`src/rtl/hazard_scoreboard_if.sv`:
```
// rtl/hazard_scoreboard_if.sv - decode-stage issue and operand-lookup bundle for the hazard scoreboard
interface hazard_scoreboard_if #(
  parameter int RW   = 3,
  parameter int NSRC = 2,
  parameter int SW   = 2
);
  logic                 iss_valid;
  logic                 iss_regwrite;
  logic [RW-1:0]        iss_dst;
  logic                 iss_is_load;
  logic [NSRC-1:0]      src_used;
  logic [NSRC*RW-1:0]   src_reg;
  logic                 stall;
  logic [NSRC*SW-1:0]   fwd_sel;
  logic                 regwrite_cur;

  modport master (
    output iss_valid, iss_regwrite, iss_dst, iss_is_load, src_used, src_reg,
    input  stall, fwd_sel, regwrite_cur
  );

  modport slave (
    input  iss_valid, iss_regwrite, iss_dst, iss_is_load, src_used, src_reg,
    output stall, fwd_sel, regwrite_cur
  );
endinterface

```
`src/rtl/hazard_scoreboard.sv`:
```
// rtl/hazard_scoreboard.sv - shadow pipeline of in-flight register writes driving forwarding selects and decode stalls
module hazard_scoreboard #(
  parameter int NREG         = 8,
  parameter int RW           = $clog2(NREG),
  parameter int NSTAGE       = 3,
  parameter int NSRC         = 2,
  parameter int LOAD_STAGE   = 2,
  parameter int FLUSH_STAGES = 2,
  parameter int CNT_W        = 16,
  parameter int SW           = $clog2(NSTAGE + 1)
) (
  input  logic                clk,
  input  logic                reset,
  input  logic                hold,
  input  logic                flush,
  hazard_scoreboard_if.slave  bus,
  output logic [NREG-1:0]     busy_vec,
  output logic [CNT_W-1:0]    stall_cnt
);

  logic [NSTAGE:1]    v;
  logic [NSTAGE:1]    ld;
  logic [RW-1:0]      dst [1:NSTAGE];
  int                 hit [NSRC];
  logic [NSRC-1:0]    hazard;
  logic [NSRC*SW-1:0] fwd_sel;
  logic               stall;
  logic               accept;

  always_comb begin
    hazard  = '0;
    fwd_sel = '0;
    for (int i = 0; i < NSRC; i++) begin
      hit[i] = 0;
      // walk oldest to youngest so the lowest matching stage overrides older ones
      for (int s = NSTAGE; s >= 1; s--) begin
        if (v[s] && dst[s] == bus.src_reg[i*RW +: RW]) hit[i] = s;
      end
      if (bus.src_used[i] && hit[i] != 0) begin
        if (ld[hit[i]] && hit[i] < LOAD_STAGE) hazard[i] = 1'b1;
        else fwd_sel[i*SW +: SW] = SW'(hit[i]);
      end
    end
  end

  assign stall  = (|hazard) & ~flush;
  assign accept = bus.iss_valid & ~stall & ~hold & ~flush;

  assign bus.stall        = stall;
  assign bus.fwd_sel      = fwd_sel;
  assign bus.regwrite_cur = accept & bus.iss_regwrite;

  always_comb begin
    busy_vec = '0;
    for (int s = 1; s <= NSTAGE; s++) begin
      for (int r = 0; r < NREG; r++) begin
        if (v[s] && dst[s] == RW'(r)) busy_vec[r] = 1'b1;
      end
    end
  end

  // Flush is applied after the shift so the dropped issue and young entries die together
  always_ff @(posedge clk) begin
    if (reset) begin
      v         <= '0;
      stall_cnt <= '0;
    end else begin
      if (!hold) begin
        for (int s = 2; s <= NSTAGE; s++) v[s] <= v[s-1];
        v[1] <= accept & bus.iss_regwrite;
        if (stall && stall_cnt != {CNT_W{1'b1}}) stall_cnt <= stall_cnt + CNT_W'(1);
      end
      if (flush) begin
        for (int s = 1; s <= FLUSH_STAGES; s++) v[s] <= 1'b0;
      end
    end
  end

  always_ff @(posedge clk) begin
    if (!hold) begin
      for (int s = 2; s <= NSTAGE; s++) begin
        dst[s] <= dst[s-1];
        ld[s]  <= ld[s-1];
      end
      dst[1] <= bus.iss_dst;
      ld[1]  <= bus.iss_is_load;
    end
  end

endmodule

```
`src/flat_wrapper.sv`:
```
// flat-port wrapper written by rule: the top's interface ports become plain ports
module hazard_scoreboard_flat 
#(
  parameter int NREG         = 8,
  parameter int RW           = $clog2(NREG),
  parameter int NSTAGE       = 3,
  parameter int NSRC         = 2,
  parameter int LOAD_STAGE   = 2,
  parameter int FLUSH_STAGES = 2,
  parameter int CNT_W        = 16,
  parameter int SW           = $clog2(NSTAGE + 1)
)
  (clk, reset, hold, flush, busy_vec, stall_cnt, bus_iss_valid, bus_iss_regwrite, bus_iss_dst, bus_iss_is_load, bus_src_used, bus_src_reg, bus_stall, bus_fwd_sel, bus_regwrite_cur);
  hazard_scoreboard_if #(.RW(RW), .NSRC(NSRC), .SW(SW)) bus_i ();
  input  logic clk;
  input  logic reset;
  input  logic hold;
  input  logic flush;
  output logic [NREG-1:0] busy_vec;
  output logic [CNT_W-1:0] stall_cnt;
  input wire logic [$bits(bus_i.iss_valid)-1:0] bus_iss_valid;
  input wire logic [$bits(bus_i.iss_regwrite)-1:0] bus_iss_regwrite;
  input wire logic [$bits(bus_i.iss_dst)-1:0] bus_iss_dst;
  input wire logic [$bits(bus_i.iss_is_load)-1:0] bus_iss_is_load;
  input wire logic [$bits(bus_i.src_used)-1:0] bus_src_used;
  input wire logic [$bits(bus_i.src_reg)-1:0] bus_src_reg;
  output wire logic [$bits(bus_i.stall)-1:0] bus_stall;
  output wire logic [$bits(bus_i.fwd_sel)-1:0] bus_fwd_sel;
  output wire logic [$bits(bus_i.regwrite_cur)-1:0] bus_regwrite_cur;
  assign bus_i.iss_valid = bus_iss_valid;
  assign bus_i.iss_regwrite = bus_iss_regwrite;
  assign bus_i.iss_dst = bus_iss_dst;
  assign bus_i.iss_is_load = bus_iss_is_load;
  assign bus_i.src_used = bus_src_used;
  assign bus_i.src_reg = bus_src_reg;
  assign bus_stall = bus_i.stall;
  assign bus_fwd_sel = bus_i.fwd_sel;
  assign bus_regwrite_cur = bus_i.regwrite_cur;
  hazard_scoreboard #(.NREG(NREG), .RW(RW), .NSTAGE(NSTAGE), .NSRC(NSRC), .LOAD_STAGE(LOAD_STAGE), .FLUSH_STAGES(FLUSH_STAGES), .CNT_W(CNT_W), .SW(SW)) u_core (.clk(clk), .reset(reset), .hold(hold), .flush(flush), .bus(bus_i), .busy_vec(busy_vec), .stall_cnt(stall_cnt));
endmodule
```
`config.mk`:
```
export PLATFORM = sky130hd
export DESIGN_NAME = hazard_scoreboard_flat
export DESIGN_NICKNAME = d
export VERILOG_FILES = /design/src/rtl/hazard_scoreboard_if.sv /design/src/rtl/hazard_scoreboard.sv /design/src/flat_wrapper.sv
export SDC_FILE = /design/constraint.sdc
export NUM_CORES = 1
export LEC_CHECK = 0
export ABC_AREA = 1
export CAP_MARGIN = 20
export CELL_PAD_IN_SITES_DETAIL_PLACEMENT = 0
export CELL_PAD_IN_SITES_GLOBAL_PLACEMENT = 1
export CORE_UTILIZATION = 35
export DETAILED_ROUTE_END_ITERATION = 10
export GPL_TIMING_DRIVEN = 0
export PLACE_DENSITY_LB_ADDON = 0.12
export SYNTH_ARGS = -nofsm -noshare
export SYNTH_HDL_FRONTEND = slang
export SYNTH_SLANG_ARGS = --single-unit
```
`constraint.sdc`:
```
create_clock -name clk -period 1.87 [get_ports clk]
set_input_delay 0.374 -clock clk [delete_from_list [all_inputs] [get_ports clk]]
set_output_delay 0.374 -clock clk [all_outputs]
set_load 0.005 [all_outputs]
```
==> impl_metrics.csv, run 1 <==
group,metric,value,unit
cells_and_area,final_cell_count_no_fill,478,
routing,vias_per_cell,4.96,
routing,wl_per_cell,13.5,µm
pwr,share_clk_of_total_power,32.9,%
timing,maxSlewViolCount,0,
grt,initial_antenna_violation_count,0,
cts,ctsLongestPathBuffers,2,
grt,grt_pass1_wl,10600,µm
setup_path,timing_worst_setup_path_type,"register to output port",
hold_path,timing.hold.worst.class,"primary input to register",
routing,route.antenna.remaining_nets,0,
cts,cts_buffers,5,
synthesis,syn_area,0.00206,mm²
setup_path,critPathSlowestCell,"sky130_fd_sc_hd__edfxtp_1",
timing,fin_worst_skew,0.00595,ns
synthesis,synth_warnings,0,
pwr,pwr_total,0.00148,W
run_status,run_status,"complete, but fails checks",
synthesis,synth_cell_types,32,
floorplanning,core-area,0.00557,mm²
floorplanning,dieArea,0.00620,mm²
routing,drc_errors,0,
cts,clkSinkCount,29,
pwr,comb_power_share,20.5,%
setup_path,crit_family,"simple AND/OR/NAND/NOR gates",
pwr,switching_power,0.000405,W
timing,hold_violations,0,
cts,cts.clk_slew.worst_paths,0.06,ns
timing,fmax,492,MHz
routing,detailroute.via_count,2370,
synthesis,postSynthAreaPerCell,6.48,µm²
routing,dr.first_iter.drc_count,91,
setup_path,cp_data_arrival_time,1.66,ns
run_status,violations_in_the_final_reports,"setup timing",
setup_path,critical_path_data_required_time,1.50,ns
floorplanning,die_width,78.7,µm
timing,max_slew.worst_pin.slew,0.769,ns
setup_path,critPathLaunch,"u_core.dst[0][5]$_DFFE_PN_",
floorplanning,placementRows,27,
floorplanning,floorplan.die.height,78.7,µm
pwr,p_leak,1.30,nW
flow_run,max-cap-violations,0,
pwr,power.sequential.fraction,46.6,%
cells_and_area,final_design_area_no_fill,0.00314,mm²
timing,max_slew_margin,48.7,%
place,port_buffers,46,
timing,final_min_period_over_clock_period,109,%
setup_path,cp_cell_sequence,"buf_6 > buf_6 > nand2_2 > nand2_1 > nor2_1 > nand4_1 > nand2_4 > inv_4 > nand2_2 > inv_1 > buf_2",
synthesis,synth_register_bits,29,
synthesis,async_flop_share,0,%
setup_path,timing.critical_path.from_type,"register",
timing,final_critical_path_setup_slack,-0.164,ns
synthesis,synth.largest_area_cell,"sky130_fd_sc_hd__nand2_1",
cts,cts.root.buffer_cell,"sky130_fd_sc_hd__clkbuf_8",
synthesis,synthMostInstantiatedCell,"sky130_fd_sc_hd__nand2_1",
cells_and_area,area_delta_synth_final,52.6,%
setup_path,worst-path-max-fanout,3,
setup_path,endpoint_kind,"output port",
setup_path,worstPathBufferInverterCount,5,
grt,via_count_of_the_first_global_routing_pass,2292,
cells_and_area,final_net_count,424,
grt,grt_max_degree,11,
place,dpl.hpwl,4420,µm
synthesis,yosysSeqAreaShare,33.0,%
pwr,p_int,0.00108,W
cts,htree_levels,2,
synthesis,synth.cells.most_frequent,"sky130_fd_sc_hd__nand2_1 (106), sky130_fd_sc_hd__inv_1 (36), sky130_fd_sc_hd__nor2_1 (36), sky130_fd_sc_hd__nand4_1 (21), sky130_fd_sc_hd__dfxtp_1 (19)",
floorplanning,start_util,36.9,%
synthesis,synthesis.instances,318,
synthesis,synth_enable_flop_cells,10,
place,placedInstanceArea,0.00261,mm²
timing,min_period,2.03,ns
timing,grt_setup_unrepaired,"true",
cells_and_area,final_layout_size_suffix_gt1_share,32.3,%
place,dpl.cell_count,436,
pwr,vdd_ir_drop_max,261,µV
cells_and_area,diodes,0,
timing,final-setup-viol-count,6,
synthesis,synth.top_cells.by_area,"sky130_fd_sc_hd__nand2_1 (19%), sky130_fd_sc_hd__dfxtp_1 (18%), sky130_fd_sc_hd__edfxtp_1 (15%)",
routing,drt-pass1-iter-count,4,
cells_and_area,post_route_core_utilization,56.4,%
hold_path,holdCritStartpoint,"hold",
pwr,sw_frac_of_total,27.3,%
floorplanning,io_pins,48,
place,globalplace.congestion,0.818,
pwr,power.density_cell_area,472,mW/mm²
grt,grt_overflow,0,
place,place_worst_setup_slack,-0.806,ns
setup_path,cpPeakStageDelay,0.42,ns
synthesis,postSynthNetCount,337,
routing,postRouteWirelength,6460,µm
cts,tritoncts,"yes",
setup_path,critical_path.reg2reg.startpoint,"u_core.dst[0][5]$_DFFE_PN_",
synthesis,dominantRegCellSynth,"sky130_fd_sc_hd__dfxtp_1",
cts,clkLatencyLatePin,0.28,ns
grt,track_usage,21.9,%
synthesis,synth_top_area_share,19.3,%
## layer usage
metal	vias up	part of all wire [%]	wire length, µm	GRT usage, %
li1	1217	-	-	-
met1	1093	44	2830	26.4
met2	49	50	3260	38.7
met3	11	4.0	256	3.45
met4	0	1.6	106	8.33
met5	-	0	0	0
## path summary, 6_finish.rpt
| path | endpoint | slack (ns) | cells past startpoint |
|---|---|---|---|
| worst min-delay path | u_core.v[3]$_SDFFE_PP0N_ | 0.42 | 2 |
| worst max register to register | u_core.stall_cnt[6]$_SDFFE_PP0P_ | 0.07 | 12 |
| worst min register to register | u_core.stall_cnt[15]$_SDFFE_PP0P_ | 0.53 | 2 |
| worst max-delay path | bus_regwrite_cur | -0.16 | 11 |
## placed cells by master, fill, tap and decap left out, types with 3 or more instances in the layout
master,netlist,layout
sky130_fd_sc_hd__o21ai_0,8,4
sky130_fd_sc_hd__clkbuf_2,0,6
sky130_fd_sc_hd__clkbuf_8,0,6
sky130_fd_sc_hd__inv_2,1,8
sky130_fd_sc_hd__o21ai_2,0,3
sky130_fd_sc_hd__nand2_4,0,3
sky130_fd_sc_hd__nand2_2,2,11
sky130_fd_sc_hd__a21oi_2,9,13
sky130_fd_sc_hd__buf_2,3,11
sky130_fd_sc_hd__xor2_1,5,5
sky130_fd_sc_hd__a21oi_1,14,10
sky130_fd_sc_hd__xnor2_1,4,3
sky130_fd_sc_hd__dfxtp_1,19,16
sky130_fd_sc_hd__nand4_1,21,21
sky130_fd_sc_hd__inv_1,36,27
sky130_fd_sc_hd__buf_6,1,12
sky130_fd_sc_hd__clkbuf_1,4,4
sky130_fd_sc_hd__nand2_1,106,94
sky130_fd_sc_hd__edfxtp_1,10,10
sky130_fd_sc_hd__clkdlybuf4s50_1,0,26
sky130_fd_sc_hd__dfxtp_2,0,3
sky130_fd_sc_hd__buf_4,1,24
sky130_fd_sc_hd__nand3_1,18,16
sky130_fd_sc_hd__nor2_2,4,9
sky130_fd_sc_hd__dlygate4sd2_1,0,5
sky130_fd_sc_hd__nor2_4,1,6
sky130_fd_sc_hd__nor2_1,36,26
## power groups by stage
stage	sequential, W	clock (W)	combinational [W]
6_report	0.000691	0.000488	0.000305
5_1_grt	0.000693	0.000521	0.000330
4_1_cts	0.000691	0.000496	0.000265
3_5_place_dp	0.000711	0	0.000177
3_3_place_gp	0.000711	0	0.000177
2_1_floorplan	0.000702	0	0.0000978
## area by class of cell
| type | instances | area [µm²] |
|---|---|---|
| Inverter | 38 | 148 |
| Fill cell | 570 | 2430 |
| Multi-Input combinational cell | 242 | 1380 |
| Tap cell | 72 | 90.1 |
| Clock buffer | 8 | 80.1 |
| Buffer | 7 | 62.6 |
| Timing Repair Buffer | 82 | 699 |
| Sequential cell | 29 | 684 |
## flip-flops by register name, indices dropped and copies added, names as in the netlist
register,cells
u_core.v,3
u_core.ld,1
u_core.stall_cnt,16
u_core.dst,9
## cells by family (layout without fill, tap and decap cells)
kind of cell               after synthesis  count (layout)  share of synthesized area, %
and+or+nand+nor                        196             196                          42.0
buffers and inverters                   47             135                          9.29
AOI/OAI and AO/OA                       36              36                          11.2
DFF                                     29              29                          33.0
xor gates and xnor gates                 9               9                          3.83
adders and majority gates                1               1                         0.607
## repair_timing
action | in CTS | in global routing
hold buffers | 0 | 0
setup buffers | 30 | 10
endpoints found under the setup margin | 25 | 28
hold endpoints to repair | 0 | 0
pin swaps | 23 | 19
gates resized for setup | 96 | 47
cloned | 0 | 0
## metrics by stage
step,hold slack (ns),setup TNS [ns]
after floorplan,0.424,0
after global placement,0.433,-9.54
after detailed placement,0.432,-9.67
after CTS,0.398,-0.950
after global routing,0.457,-1.66
final,0.422,-0.738
## worst register-to-register path, stage by stage, from the launching register on
cell                       delay (ns)
sky130_fd_sc_hd__edfxtp_1        0.42
sky130_fd_sc_hd__buf_6           0.16
sky130_fd_sc_hd__buf_6           0.11
sky130_fd_sc_hd__nand2_2         0.04
sky130_fd_sc_hd__nand2_1         0.04
sky130_fd_sc_hd__nor2_1          0.11
sky130_fd_sc_hd__nand4_1         0.15
sky130_fd_sc_hd__nand2_4         0.11
sky130_fd_sc_hd__buf_6           0.14
sky130_fd_sc_hd__nand3_4         0.09
sky130_fd_sc_hd__buf_8           0.16
sky130_fd_sc_hd__nand2_1         0.07
sky130_fd_sc_hd__a21oi_2         0.05
No activity file was read; power rests on OpenSTA's default activity.
==> run 2: changes to the inputs <==
--- a/config.mk
+++ b/config.mk
@@ -12,7 +12,7 @@
 export CORE_UTILIZATION = 35
 export DETAILED_ROUTE_END_ITERATION = 10
 export GPL_TIMING_DRIVEN = 0
-export PLACE_DENSITY_LB_ADDON = 0.12
+export PLACE_DENSITY = 0.88
 export SYNTH_ARGS = -nofsm -noshare
 export SYNTH_HDL_FRONTEND = slang
 export SYNTH_SLANG_ARGS = --single-unit
==> impl_metrics.csv, run 2 (synthesized netlist as in run 1, its figures left out) <==
group,metric,value,unit
floorplanning,dieArea,0.00620,mm²
setup_path,endpoint_kind,"output port",
place,dpl.cell_count,436,
setup_path,cpPeakStageDelay,0.47,ns
cells_and_area,largest_register_ffs,16,
setup_path,cp_cell_sequence,"buf_4 > nand2_1 > nand2_1 > nor2_2 > nand4_1 > nand2_4 > inv_4 > nand2_2 > inv_2 > buf_2",
timing,final_min_period_over_clock_period,109,%
timing,fin_hold_ws,0.406,ns
timing,hold_violations,0,
cells_and_area,final_net_count,429,
pwr,pwr_total,0.00150,W
place,globalplace.congestion,0.871,
cells_and_area,final_cell_count_no_fill,483,
floorplanning,core-area,0.00557,mm²
floorplanning,io_pins,48,
timing,max_slew.worst_pin.slew,0.745,ns
setup_path,critPathLaunch,"u_core.dst[0][3]$_DFFE_PN_",
routing,vias_per_cell,5.04,
run_status,violations_in_the_final_reports,"setup timing",
cts,cts.hold.buffers_added,0,
timing,final-setup-viol-count,23,
setup_path,timing.critical_path.mode_cell,"sky130_fd_sc_hd__nand2_1",
cells_and_area,area_delta_synth_final,53.2,%
cts,htree_levels,2,
cells_and_area,diodes,0,
setup_path,critical_path_data_required_time,1.50,ns
timing,min_period,2.04,ns
setup_path,critPathSlowestCell,"sky130_fd_sc_hd__edfxtp_1",
grt,grt_pass1_wl,10100,µm
cts,tritoncts,"yes",
cells_and_area,final_design_area_no_fill,0.00316,mm²
routing,drt-pass1-iter-count,4,
setup_path,critical_path.reg2reg.startpoint,"u_core.dst[0][3]$_DFFE_PN_",
setup_path,worst-path-max-fanout,4,
hold_path,holdCritStartpoint,"hold",
run_status,run_status,"complete, but fails checks",
cells_and_area,final_layout_size_suffix_gt1_share,31.1,%
pwr,p_leak,1.32,nW
cts,cts_buffers,5,
place,placedInstanceArea,0.00261,mm²
cells_and_area,layout_common_cells,"sky130_fd_sc_hd__nand2_1 (92), sky130_fd_sc_hd__buf_4 (36), sky130_fd_sc_hd__inv_1 (28), sky130_fd_sc_hd__clkdlybuf4s50_1 (26), sky130_fd_sc_hd__nor2_1 (23)",
floorplanning,die_width,78.7,µm
cells_and_area,top_register,"u_core.stall_cnt",
place,port_buffers,46,
grt,grt_max_degree,11,
pwr,vdd_ir_drop_max,311,µV
cts,ctsLongestPathBuffers,2,
cells_and_area,reg_top3,"u_core.stall_cnt x16, u_core.dst x9, u_core.v x3",
timing,fin_worst_skew,0.00757,ns
grt,track_usage,20.8,%
flow_run,max-cap-violations,0,
timing,max_slew_margin,50.3,%
floorplanning,floorplan.die.height,78.7,µm
routing,postRouteWirelength,6450,µm
timing,maxSlewViolCount,0,
cts,cts.root.buffer_cell,"sky130_fd_sc_hd__clkbuf_8",
floorplanning,start_util,36.9,%
floorplanning,placementRows,27,
routing,drc_errors,0,
grt,via_count_of_the_first_global_routing_pass,2206,
routing,wl_per_cell,13.3,µm
place,place_worst_setup_slack,-0.770,ns
cts,clkLatencyLatePin,0.28,ns
routing,dr.first_iter.drc_count,99,
place,dpl.hpwl,4210,µm
grt,initial_antenna_violation_count,0,
setup_path,timing.critical_path.from_type,"register",
timing,final_critical_path_setup_slack,-0.165,ns
grt,grt_overflow,0,
pwr,power.density_cell_area,476,mW/mm²
cts,cts.clk_slew.worst_paths,0.06,ns
cts,clkSinkCount,29,
setup_path,timing_worst_setup_path_type,"register to output port",
cells_and_area,commonest_non_fill_non_tap_cell_in_the_layout,"sky130_fd_sc_hd__nand2_1",
timing,grt_setup_unrepaired,"true",
routing,detailroute.via_count,2434,
hold_path,timing.hold.worst.class,"primary input to register",
routing,route.antenna.remaining_nets,0,
timing,fmax,491,MHz
setup_path,cp_data_arrival_time,1.66,ns
run 2: changes by cell type in the layout (fill, tap and decap cells not counted), sizes merged:
| cell | before | now |
|---|---|---|
| buf | 49 | 52 |
| dlygate4sd2 | 5 | 8 |
| clkdlybuf4s15 | 1 | 0 |
run 2: metrics by stage:
step / util (%) / TNS [ns]
2_1_floorplan: - / 0
3_3_place_gp: 46.8 / -8.62
3_5_place_dp: 46.8 / -8.86
4_1_cts: 53.3 / -0.827
5_1_grt: 56.6 / -4.04
6_report: 56.6 / -1.85
run 2: repair_timing:
| action | CTS | global route |
|---|---|---|
| endpoints found under the hold margin | 0 | 0 |
| gates cloned | 0 | 1 |
| endpoints found under the setup margin | 24 | 28 |
| resized for setup | 76 | 45 |
| setup buffers | 33 | 12 |
| pin swaps | 20 | 7 |
run 2: final cells by class:
class / count / area, µm²
buffer: 7 / 61.3
inverter: 38 / 145
sequential: 29 / 681
clock buffer: 8 / 90.1
timing repair buffer: 87 / 734
fill: 555 / 2420
multi-input combinational: 242 / 1350
tap: 72 / 90.1
run 2: worst max-delay path, delay by kind of cell (launching register included):
kind,cells,cell delay [ns]
flip-flops,1,0.47
AND/OR/NAND/NOR,6,0.57
buffers and inverters,4,0.35
run 2: routing by layer:
| layer | up-vias | track usage (%) | wire (µm) |
|---|---|---|---|
| li1 | 1228 | - | - |
| met1 | 1120 | 26.8 | 2940 |
| met2 | 72 | 34.3 | 3060 |
| met3 | 14 | 5.06 | 339 |
| met4 | 0 | 6.11 | 109 |
| met5 | - | 0 | 0 |
run 2: worst paths after layout:
check,to,slack [ns],cells past startpoint
min,u_core.v[3]$_SDFFE_PP0N_,0.41,2
min reg2reg,u_core.stall_cnt[7]$_SDFFE_PP0P_,0.52,2
max,bus_regwrite_cur,-0.17,10
max reg2reg,u_core.stall_cnt[10]$_SDFFE_PP0P_,-0.11,12
run 2: report_power, final:
| group | switching [W] | total, W | internal (W) |
|---|---|---|---|
| Combinational | 0.000146 | 0.000277 | 0.000131 |
| Sequential | 0.0000206 | 0.000694 | 0.000673 |
| Clock | 0.000232 | 0.000531 | 0.000299 |
| Total | 0.000399 | 0.00150 | 0.00110 |
==> run 3: changes to the inputs <==
--- a/config.mk
+++ b/config.mk
@@ -10,6 +10,7 @@
 export CELL_PAD_IN_SITES_DETAIL_PLACEMENT = 0
 export CELL_PAD_IN_SITES_GLOBAL_PLACEMENT = 1
 export CORE_UTILIZATION = 35
+export CTS_CLUSTER_SIZE = 40
 export DETAILED_ROUTE_END_ITERATION = 10
 export GPL_TIMING_DRIVEN = 0
 export PLACE_DENSITY = 0.88
==> results of run 3 <==
No change in the layout: final DEF, timing and power equal those of run 2.
==> variant 1 (config.mk and constraints of run 2) <==
`NREG` is set to 8 in 2 places; all go to 16.
--- a/src/rtl/hazard_scoreboard.sv
+++ b/src/rtl/hazard_scoreboard.sv
@@ -2,3 +2,3 @@
 module hazard_scoreboard #(
-  parameter int NREG         = 8,
+  parameter int NREG         = 16,
   parameter int RW           = $clog2(NREG),
--- a/src/flat_wrapper.sv
+++ b/src/flat_wrapper.sv
@@ -3,3 +3,3 @@
 #(
-  parameter int NREG         = 8,
+  parameter int NREG         = 16,
   parameter int RW           = $clog2(NREG),
Interface: changed (resized bus_iss_dst, bus_src_reg and busy_vec); port bits go from 48 to 59. The function was not compared with the original's and may differ.
==> variant 1 against run 2 <==
- the run ends with design-rule violations, negative setup slack left
- sequential cell count up 3
- setup slack lost 0.27 ns
- final area up 25%
- power rose by 18%
- synthesized area increased by 16%
- routed wire length up 38%
- combinational power rose by 61%
- clock power grew 2%
- critical path depth decreased by 3
- critical path type unchanged
- critical endpoint is now busy_vec[10]
- highest routed layer unchanged
==> variant 1: results (changes against run 2) <==
| Metric | Value |
|---|---|
| Clk_lat worst skew | 0.28 ns (about the same) |
| Slowest stage delay, CP | 0.51 ns (+0.04 ns) |
| Total global-route track usage | 0.2394 (+0.03141) |
| Static Leakage | 1.678 nW (+27%) |
| Max clock buf depth | 2 (unchanged) |
| First-pass GRT wire length | 13.57 mm (+35%) |
| Hold path startpoint | hold |
| Failing checks | design-rule violations, negative setup slack |
| DP HPWL | 5.578 mm (+33%) |
| Synth Flop Type | dfxtp_1 |
| Ant. Diodes | 0 (unchanged) |
| Detailed Route Iter0 Violations | 215 (+120%) |
| Share of synthesized registers carrying an async set or reset | 0 (unchanged) |
| Reg clk slew, reported paths | 0.07 ns |
| Pre-CTS WS | -0.9164 ns (-0.1463 ns) |
| Synth warn | 0 (unchanged) |
| Type of the most critical hold path | input pin to register |
| Via count | 3095 (+27%) |
| WL/cell | 15.62 um (+17%) |
| Setup violators final | 38 (+65%) |
| Post-synth EDFFs | 13 (+3) |
| Final nets | 514 (+20%) |
| H-tree lvl count | 2 (unchanged) |
| Status | complete, but fails checks |
| Syn nets | 385 (+14%) |
| FILL cells | 572 (+3.1%) |
| Placer Congestion | 0.9309 (+6.9%) |
| Worst-path fanout max | 4 (unchanged) |
| Port bufs | 57 (+24%) |
| Most frequent cells after synthesis | nand2_1 (81), nand3_1 (55), inv_1 (42) |
| First-pass iteration count of the detailed router | 10 (+6) |
| VDD IR-drop max | 0.0003403 V (+9.6%) |
| Setup ws final | -0.4343 ns (-0.2688 ns) |
| Layout cell share with drive strength beyond 1 | 0.3631 (+0.05165) |
| R2R Path Start | u_core.dst[0][5] |
| Synth top area cells | edfxtp_1 (16%), dfxtp_1 (16%), nand2_1 (13%) |
| Worst Setup SP | u_core.dst[0][15] |
| Initial antenna violation count | 0 (unchanged) |
| Num CTS Buffers | 5 (unchanged) |
| Largest regs | u_core.stall_cnt: 16 flops, u_core.dst: 12 flops, u_core.v: 3 flops |
| Number of global-route vias before repair | 2798 (+27%) |
| Sequential element share of the synthesized area | 0.3215 (-0.008995) |
| Worst slew pin tran | 0.5788 ns (-0.1660 ns) |
| Drc violations | 5 (+5) |
| Crit-path slowest cell | clkdlybuf4s50_1 |
| Largest net degree at the start of global routing | 15 (+4) |
| Cell variety after synth | 32 (unchanged) |
| Root buffer cell | clkbuf_8 |
| Final Skew | 0.009379 ns (+0.001811 ns) |
| CP arrival | 1.93 ns (+0.27 ns) |
variant 1: through the flow:
| stage | TNS (ns) | util | area (sq um) | hold WS (ns) | cells |
|---|---|---|---|---|---|
| after floorplan | 0 | - | 2397 | 0.4431 | 363 |
| after global placement | -11.91 | 0.4718 | 3064 | 0.4806 | 497 |
| after global routing | -10.02 | 0.6091 | 3956 | 0.4842 | 570 |
| final | -6.867 | 0.6091 | 3956 | 0.4601 | 570 |
| after detailed placement | -12.01 | 0.4718 | 3064 | 0.4836 | 497 |
| after CTS | -5.170 | 0.5891 | 3826 | 0.4511 | 563 |
variant 1: critical path: cells and delay by family, from the launching register on:
family	cells	cell delay (ns)
buffers and inverters	4	0.82
DFF	1	0.37
and+or+nand+nor	3	0.45
variant 1: cell type report:
cell class,count,area [sq um],area share
multi-input combinational,276,1662,0.4200
timing repair buffer,123,1101,0.2783
sequential,32,772.0,0.1951
inverter,46,176.4,0.04459
tap,77,96.34,0.02435
clock buffer,8,90.09,0.02277
buffer,8,58.81,0.01486
variant 1: cells by family (layout without fill, tap and decap cells):
group | count (synthesis) | after routing | synth area share
AO/OA/AOI/OAI | 43 | 43 | 0.09864
adder cells (fa/ha/maj) | 1 | 1 | 0.005218
flip-flops | 32 | 32 | 0.3215
buffers and inverters | 55 | 185 | 0.09655
XOR/XNOR | 14 | 14 | 0.05115
AND/OR/NAND/NOR | 218 | 218 | 0.4269
variant 1: final timing paths:
check,to,slack (ns),depth (start not counted)
max,busy_vec[10],-0.43,7
min,u_core.v[3],0.46,2
max reg2reg,u_core.stall_cnt[1],-0.15,13
min reg2reg,u_core.stall_cnt[10],0.51,2
variant 1: layer usage:
layer | vias up | global-route usage | wire length (um)
li1 | 1484 | - | -
met1 | 1437 | 0.3097 | 3819
met2 | 151 | 0.3984 | 4271
met3 | 23 | 0.03736 | 579
met4 | 0 | 0.09861 | 231
met5 | - | 0 | 0
variant 1: what timing repair did:
action / 4_1_cts / 5_1_grt
hold buffers: 0 / 0
buffers inserted: 60 / 10
endpoints found under the setup margin: 32 / 38
cloned: 1 / 0
pin swaps: 24 / 25
gates resized for setup: 153 / 41
variant 1: power by group:
part	switching (mW)	internal (mW)	leakage, nW
clock	0.243	0.300	0.0455
combinational	0.243	0.202	1.35
sequential	0.0286	0.753	0.281
==> variant 2 (config.mk and constraints of run 2) <==
Without the edit above. Make the reset (`reset`) asynchronous in one clocked block.
--- a/src/rtl/hazard_scoreboard.sv
+++ b/src/rtl/hazard_scoreboard.sv
@@ -62,3 +62,3 @@
   // Flush is applied after the shift so the dropped issue and young entries die together
-  always_ff @(posedge clk) begin
+  always_ff @(posedge clk or posedge reset) begin
     if (reset) begin
Behaviour: differs if reset is asserted again (counterexample within 4 cycles, from zero or initial values and one cycle with reset high); with reset held inactive, the same outputs for 10 cycles.
==> variant 2 against run 2 <==
- the run still ends with negative setup slack left
- largest cell class unchanged
- non-clock buffer count decreased by 9
- highest routed layer unchanged
- synthesized area decreased by 0.91%
- power increased by 0.42%
- final area decreased by 0.99%
- setup slack got worse by 0.10 ns
- routed wire length decreased by 9.5%
- sequential cell count unchanged
- final cell count decreased by 5.6%
- largest power group unchanged
- worst hold slack improved by 0.12 ns
==> variant 2: results (changes against run 2) <==
| Metric | Value |
|---|---|
| Status | complete, but fails checks |
| Failing checks | negative setup slack |
| Number of global-route vias before repair | 1895 (-14%) |
| Total global-route track usage | 0.1905 (-0.01748) |
| Postcts setup bufs | 21 (-36%) |
| Largest net degree at the start of global routing | 20 (+9) |
| Worst R2R End | u_core.stall_cnt[4] |
| Post-cts repair resize count | 53 (-30%) |
| FILL cells | 536 (-3.4%) |
| Sequential element share of the synthesized area | 0.3801 (+0.04964) |
| CP arrival | 1.76 ns (+0.10 ns) |
| Detailed Route Iter0 Violations | 119 (+20%) |
| Cell variety after synth | 30 (-6.3%) |
| First-pass GRT wire length | 9.011 mm (-10%) |
| Setup violators final | 13 (-43%) |
| Share of synthesized registers carrying an async set or reset | 0.6552 (+0.6552) |
| DP HPWL | 3.997 mm (-5.0%) |
| VDD IR-drop max | 0.0005140 V (+65%) |
| Slowest stage delay, CP | 0.44 ns (-0.03 ns) |
| Setup ws final | -0.2669 ns (-0.1014 ns) |
| Synth top area cells | dfrtp_1 (23%), nand2_1 (21%), edfxtp_1 (15%) |
| Worst Setup SP | u_core.dst[0][10] |
| Placer Congestion | 0.8583 (-1.4%) |
| Final Skew | 0.005061 ns (-0.002508 ns) |
| Hold slack | 0.5295 ns (+0.1235 ns) |
| Worst-path fanout max | 2 (-2) |
| Placed cells | 415 (-4.8%) |
[variant 2: cell types whose count changed after synthesis, moves of 4 or more]
| cell | change |
|---|---|
| xnor2_1 | +5 |
| dfxtp_1 | -19 |
| o21ai_0 | -4 |
| dfrtp_1 | +19 |
| nand3_1 | +6 |
| a21oi_2 | -9 |
| nor2_1 | -11 |
| nand2_1 | +6 |
| nand4_1 | -10 |
| a21oi_1 | -7 |
[variant 2: power by group]
part	internal (mW)	switching (mW)
Combinational	0.136	0.146
Clock	0.260	0.259
Sequential	0.683	0.0243
[variant 2: cell families (layout without fill, tap and decap cells)]
logic type	count (synthesis)	count (layout)	synth area share
and+or+nand+nor	190	190	0.4145
buffers and inverters	44	132	0.08522
DFF	29	29	0.3801
AOI/OAI and AO/OA	16	16	0.04537
xor gates and xnor gates	16	16	0.06867
adders and majority gates	1	1	0.006130
[variant 2: area by class of cell]
| cell class | count | area (sq um) | share of cell area |
|---|---|---|---|
| multi-input combinational | 223 | 1256 | 0.4021 |
| sequential | 29 | 778.2 | 0.2491 |
| timing repair buffer | 82 | 709.4 | 0.2271 |
| inverter | 39 | 161.4 | 0.05166 |
| tap | 72 | 90.09 | 0.02883 |
| clock buffer | 5 | 68.82 | 0.02203 |
| buffer | 3 | 37.54 | 0.01201 |
| clock inverter | 3 | 22.52 | 0.007209 |
[variant 2: layer usage]
| layer | share of wire | wire length (um) | global-route usage | up-vias |
|---|---|---|---|---|
| li1 | - | - | - | 1117 |
| met1 | 0.50 | 2918 | 0.2791 | 1036 |
| met2 | 0.44 | 2539 | 0.2737 | 53 |
| met3 | 0.049 | 286 | 0.03837 | 8 |
| met4 | 0.015 | 87 | 0.07037 | 0 |
| met5 | 0 | 0 | 0 | - |
